$ cat config.mk
export PLATFORM = sky130hd
export DESIGN_NAME = hart_key_conditioner_flat
export DESIGN_NICKNAME = d
export VERILOG_FILES = /design/src/rtl/hart_key_conditioner_if.sv /design/src/rtl/hart_key_conditioner.sv /design/src/flat_wrapper.sv
export SDC_FILE = /design/constraint.sdc
export NUM_CORES = 1
export LEC_CHECK = 0
export CAP_MARGIN = 20
export CORE_ASPECT_RATIO = 1.5
export CORE_MARGIN = 4
export CORE_UTILIZATION = 61
export CTS_BUF_LIST = sky130_fd_sc_hd__clkbuf_2
export DETAILED_ROUTE_END_ITERATION = 8
export PLACE_DENSITY_LB_ADDON = 0.25
export SETUP_SLACK_MARGIN = 0.5
export SLEW_MARGIN = 20
export SYNTH_ARGS = -nofsm -noshare
export SYNTH_HDL_FRONTEND = slang
export SYNTH_SLANG_ARGS = --single-unit
$ cat constraint.sdc
create_clock -name clk -period 2.83 [get_ports clk]
set_input_delay 0.566 -clock clk [delete_from_list [all_inputs] [get_ports clk]]
set_output_delay 0.566 -clock clk [all_outputs]
set_load 0.02 [all_outputs]
$ cat src/rtl/hart_key_conditioner_if.sv
// Key-conditioner signal bundle: frame strobe, raw push-buttons and conditioned press levels.
// The master drives strobe and buttons; the slave (the conditioner) drives the press levels.
interface hart_key_conditioner_if;
   logic startOfFrame;
   logic plus_key_raw;
   logic minus_key_raw;
   logic plus_is_pressed;
   logic minus_is_pressed;

   modport master (
      output startOfFrame, plus_key_raw, minus_key_raw,
      input  plus_is_pressed, minus_is_pressed
   );

   modport slave (
      input  startOfFrame, plus_key_raw, minus_key_raw,
      output plus_is_pressed, minus_is_pressed
   );
endinterface

$ cat src/rtl/hart_key_conditioner.sv
// Two independent key channels: 2-FF synchroniser, debounce counter, frame-based press FSM.
// Define HART_KEY_AUTOREPEAT_EN for first-press/delay/auto-repeat; otherwise out follows deb.
module hart_key_conditioner #(
   parameter int unsigned DEBOUNCE_CYCLES      = 500000,
   parameter int unsigned REPEAT_DELAY_FRAMES  = 20,
   parameter int unsigned REPEAT_PERIOD_FRAMES = 1
) (
   input logic                   clk,
   input logic                   resetN,
   hart_key_conditioner_if.slave keys
);
   localparam int unsigned DW = $clog2(DEBOUNCE_CYCLES + 1);

   logic [1:0] raw;
   logic [1:0] pressed;
   logic       sof;

   assign raw = {keys.minus_key_raw, keys.plus_key_raw};
   assign sof = keys.startOfFrame;
   assign keys.plus_is_pressed  = pressed[0];
   assign keys.minus_is_pressed = pressed[1];

`ifdef HART_KEY_AUTOREPEAT_EN
   localparam int unsigned FMAX = (REPEAT_DELAY_FRAMES > REPEAT_PERIOD_FRAMES) ?
                                  REPEAT_DELAY_FRAMES : REPEAT_PERIOD_FRAMES;
   localparam int unsigned FW   = $clog2(FMAX + 1);

   typedef enum logic [1:0] {StIdle, StFirst, StDelay, StRepeat} state_e;
`else
   logic unused_cfg;
   assign unused_cfg = ^{sof, REPEAT_DELAY_FRAMES, REPEAT_PERIOD_FRAMES};
`endif

   for (genvar k = 0; k < 2; k++) begin : g_key
      logic [1:0]    sync_q;
      logic          deb_q, deb_d;
      logic [DW-1:0] cnt_q, cnt_d;

      // Counter runs only while the synced level disagrees with the debounced one.
      always_comb begin
         cnt_d = '0;
         deb_d = deb_q;
         if (sync_q[1] != deb_q) begin
            if (cnt_q == DW'(DEBOUNCE_CYCLES - 1)) begin
               deb_d = sync_q[1];
            end else begin
               cnt_d = cnt_q + DW'(1);
            end
         end
      end

      always_ff @(posedge clk or negedge resetN) begin
         if (!resetN) begin
            sync_q <= '0;
            cnt_q  <= '0;
            deb_q  <= 1'b0;
         end else begin
            sync_q <= {sync_q[0], raw[k]};
            cnt_q  <= cnt_d;
            deb_q  <= deb_d;
         end
      end

`ifdef HART_KEY_AUTOREPEAT_EN
      state_e        state_q, state_d;
      logic          out_q, out_d;
      logic [FW-1:0] fcnt_q, fcnt_d;
      logic [FW-1:0] pcnt_q, pcnt_d;

      always_comb begin
         state_d = state_q;
         out_d   = out_q;
         fcnt_d  = fcnt_q;
         pcnt_d  = pcnt_q;
         // Release wins over any frame strobe in the same cycle.
         if (!deb_q) begin
            state_d = StIdle;
            out_d   = 1'b0;
         end else begin
            unique case (state_q)
               StIdle: begin
                  state_d = StFirst;
                  out_d   = 1'b1;
               end
               StFirst: begin
                  if (sof) begin
                     state_d = StDelay;
                     out_d   = 1'b0;
                     fcnt_d  = '0;
                  end
               end
               StDelay: begin
                  if (sof) begin
                     if (fcnt_q == FW'(REPEAT_DELAY_FRAMES - 1)) begin
                        state_d = StRepeat;
                        out_d   = 1'b1;
                        pcnt_d  = '0;
                     end else if (fcnt_q != {FW{1'b1}}) begin
                        fcnt_d = fcnt_q + FW'(1);
                     end
                  end
               end
               StRepeat: begin
                  if (sof) begin
                     pcnt_d = (pcnt_q == FW'(REPEAT_PERIOD_FRAMES - 1)) ? '0 : pcnt_q + FW'(1);
                     out_d  = (pcnt_d == '0);
                  end
               end
               default: begin
                  state_d = StIdle;
                  out_d   = 1'b0;
               end
            endcase
         end
      end

      always_ff @(posedge clk or negedge resetN) begin
         if (!resetN) begin
            state_q <= StIdle;
            out_q   <= 1'b0;
            fcnt_q  <= '0;
            pcnt_q  <= '0;
         end else begin
            state_q <= state_d;
            out_q   <= out_d;
            fcnt_q  <= fcnt_d;
            pcnt_q  <= pcnt_d;
         end
      end
`else
      logic out_q;

      always_ff @(posedge clk or negedge resetN) begin
         if (!resetN) begin
            out_q <= 1'b0;
         end else begin
            out_q <= deb_q;
         end
      end
`endif

      assign pressed[k] = out_q;
   end
endmodule
$ cat src/flat_wrapper.sv
// flat-port wrapper written by rule: the top's interface ports become plain ports
module hart_key_conditioner_flat 
#(
   parameter int unsigned DEBOUNCE_CYCLES      = 500000,
   parameter int unsigned REPEAT_DELAY_FRAMES  = 20,
   parameter int unsigned REPEAT_PERIOD_FRAMES = 1
)
  (clk, resetN, keys_startOfFrame, keys_plus_key_raw, keys_minus_key_raw, keys_plus_is_pressed, keys_minus_is_pressed);
  hart_key_conditioner_if keys_i ();
  input logic clk;
  input logic resetN;
  input wire logic [$bits(keys_i.startOfFrame)-1:0] keys_startOfFrame;
  input wire logic [$bits(keys_i.plus_key_raw)-1:0] keys_plus_key_raw;
  input wire logic [$bits(keys_i.minus_key_raw)-1:0] keys_minus_key_raw;
  output wire logic [$bits(keys_i.plus_is_pressed)-1:0] keys_plus_is_pressed;
  output wire logic [$bits(keys_i.minus_is_pressed)-1:0] keys_minus_is_pressed;
  assign keys_i.startOfFrame = keys_startOfFrame;
  assign keys_i.plus_key_raw = keys_plus_key_raw;
  assign keys_i.minus_key_raw = keys_minus_key_raw;
  assign keys_plus_is_pressed = keys_i.plus_is_pressed;
  assign keys_minus_is_pressed = keys_i.minus_is_pressed;
  hart_key_conditioner #(.DEBOUNCE_CYCLES(DEBOUNCE_CYCLES), .REPEAT_DELAY_FRAMES(REPEAT_DELAY_FRAMES), .REPEAT_PERIOD_FRAMES(REPEAT_PERIOD_FRAMES)) u_core (.clk(clk), .resetN(resetN), .keys(keys_i));
endmodule
==> out/results.ini <==
[place]
dp_slack_ns = 0.677
place_congestion = 0.849
io_buffer_count = 5
place_area_sq_um = 2250
dp_hpwl_mm = 2.99

[clock_tree]
htree_num_levels = 2
path_clk_slew_ns = 0.23
clk_path_buf_depth = 2
tritoncts = built
cts_buffers = 5
worstSkewPairLatency_ns = 0.41
cts-root-buf = clkbuf_2
cts.sinks = 46

[sta]
fin_crit_sh_pct = 76.9
setup-tns-final_ns = 0
setup_viol = 0
fin_hold_ws_ns = 0.106
fin_crit_ns = 2.18
worstMarginPinSlew_ns = 0.834
slew_headroom_pct = 43.9
finClkSkew_ns = 0.0200
fmax_ghz = 0.459
finalWorstSetupSlack_ns = 0.652
rsz0062_at_grt = false
slew_viol_final = 0
hold_violations = 0

[min_path]
hp-class = input pin to asynchronous set/reset pin

[cells_and_area]
final_area_sq_um = 2340
nets = 228
nFillCells = 269
antennaDiodeCount = 0
drive_above_1_share_pct = 8.56
most-common-layout-cells = dfrtp_1, nor2_1, nand2_1
final_common_cell = dfrtp_1
areaGrowthSynthToFinish_pct = 7.83

[synthesis]
synth_seq_cells = 46
synth-edff-count = 0
synth-main-ff-cell = dfrtp_1
synthArstFlopShare_pct = 100
netlist_area_sq_um = 2170
synth_seq_area_share_pct = 52.9
syn_avg_cell_area_sq_um = 10.3
synth_cells = 212
syn_nets = 219
yosysWarningCount = 0
synth_cell_types = 34

[die]
initial_core_util_pct = 63.7
design.die.area_sq_um = 4600
die_h_um = 81.1
ioPinCount = 7
die_w_um = 56.8
fp-row-count = 26
core_area_sq_um = 3420

[power_and_ir_drop]
pwr-share-clk_pct = 32.7
vdd_ir_drop_max_mv = 0.477
finalPower_uw = 1070
power-per-cell-area_nw_per_um2 = 458
p_leak_uw = 0.000986
p_sw_uw = 243
p_sw_share_pct = 22.7
p_int_uw = 831
p_seq_share_pct = 62.9
combPwrFrac_pct = 4.3

[worst_setup_path]
critPathTopFamily = simple AND/OR/NAND/NOR gates
end_kind = register
rrSetupSlack_ns = 0.65
cp.depth = 5
crit_end = u_core.g_key[0].deb_q
worstSetupPathType = register to register
critPathLaunchType = register
reg2reg_depth = 5
crit_required_ns = 3.15
path_buf_inv = 0
r2r-start = u_core.g_key[0].cnt_q[0]
cp_slowest_cell = or4_4
critPathMaxStageDelay_ns = 0.63
rr_endpoint = u_core.g_key[0].deb_q
crit_start = u_core.g_key[0].cnt_q[0]
critPathArrivalTime_ns = 2.49
crit_chain = ha_1, nand4_1, or4_4, nor2_2, mux2_2
crit_fanout = 5

[grt]
grt_pass1_vias = 1616
overflow = 0
grt_pass1_wl_mm = 7.20
track_usage_pct = 20.3
grt_max_degree = 47
antenna_found_initial = 0

[run]
maxCapViolations = 0

[routing]
antenna_left = 0
drc_errors = 0
vias = 1611
dr.pass1.iters = 4
wl_per_cell_um = 16.2
via_per_inst = 6.10
drt-initial-drc-count = 62
totalWireLength_mm = 4.26

[run_status]
status = complete, no violations

==> through the flow <==
stage | util [%] | cells
after global routing | 68.6 | 264
after floorplan | - | 212
after detailed placement | 65.9 | 254
after global placement | 65.9 | 254
final | 68.6 | 264
after CTS | 67.8 | 262
==> kinds of logic (layout without fill, tap and decap cells) <==
group / after synthesis / after routing / synth area share (%)
compound gates: 22 / 22 / 6.44
xor+xnor: 25 / 25 / 10.1
fa+ha+maj: 2 / 2 / 1.15
buf+inv: 9 / 19 / 1.90
flops: 46 / 46 / 52.9
mux: 3 / 3 / 1.50
simple gates: 105 / 105 / 26.0
==> metal layers <==
metal / up-vias / GRT usage [%] / part of all wire [%]
met5: - / 0 / 0
met4: 0 / 9.28 / 1.5
met3: 7 / 4.29 / 2.6
met2: 29 / 38.5 / 57
met1: 806 / 21.1 / 39
li1: 769 / - / -
==> sequential cells by signal (all words and copies together), names as in the netlist <==
register and cells:
u_core.g_key.sync_q 4, u_core.g_key.cnt_q 38, u_core.keys.minus_is_pressed 1, u_core.keys.plus_is_pressed 1, u_core.g_key.deb_q 2
==> layout make-up <==
type / count / area, sq um / share of cell area, %
clock buffer: 5 / 25.0 / 1.07
inverter: 3 / 11.3 / 0.480
clock inverter: 3 / 40.0 / 1.71
sequential: 46 / 1150 / 49.1
timing repair buffer: 8 / 82.6 / 3.52
tap: 42 / 52.6 / 2.24
multi-input combinational: 157 / 982 / 41.9
==> worst reg2reg max path, cell delays in order (launching register included) <==
cell and delay (ns):
dfrtp_1 0.42, ha_1 0.24, nand4_1 0.26, or4_4 0.63, nor2_2 0.20, mux2_2 0.35
==> power groups by stage <==
stage               logic [uW]  registers [uW]  clock network, uW
floorplan                 21.5             685                  0
global placement          39.8             686                  0
detailed placement        42.3             687                  0
CTS                       42.5             676                362
global route              53.6             678                389
finish                    46.6             676                352
==> how the worst min path moves through the flow <==
stage               slack [ns]                 startpoint                        end  cells past startpoint
detailed placement        0.35  u_core.g_key[1].sync_q[0]  u_core.g_key[1].sync_q[1]                      0
global route              0.12                     resetN   u_core.g_key[1].cnt_q[3]                      1
global placement          0.33  u_core.g_key[0].sync_q[0]  u_core.g_key[0].sync_q[1]                      0
CTS                       0.29                     resetN  u_core.g_key[1].cnt_q[14]                      1
finish                    0.11                     resetN   u_core.g_key[1].cnt_q[5]                      1
floorplan                 0.27                     resetN   u_core.g_key[0].cnt_q[0]                      0
==> synthesized netlist by cell type (2+ instances only) <==
cell      number  area [sq um]
a21oi_1        9          45.0
and2_1         4          25.0
and3_1         7          43.8
and4_1         4          35.0
clkbuf_1       5          18.8
dfrtp_1       46          1150
ha_1           2          25.0
inv_1          3          11.3
mux2_2         2          22.5
nand2_1       15          56.3
nand3_1        7          35.0
nand4_1       13          81.3
nor2_1        31           116
nor3_1         4          20.0
nor4_1         4          25.0
o21ai_0        5          25.0
o31ai_1        4          30.0
or3_1          4          25.0
or4_1          5          37.5
xnor2_1       12           105
xor2_1        13           114
==> timing repair <==
| action | 4_1_cts | 5_1_grt |
|---|---|---|
| gates resized for setup | 0 | 0 |
| buffers inserted | 0 | 2 |
| hold endpoints to repair | 0 | 0 |
| setup endpoints to repair | 0 | 12 |
| hold buffers | 0 | 0 |
Power figures use the tool's default switching activity.
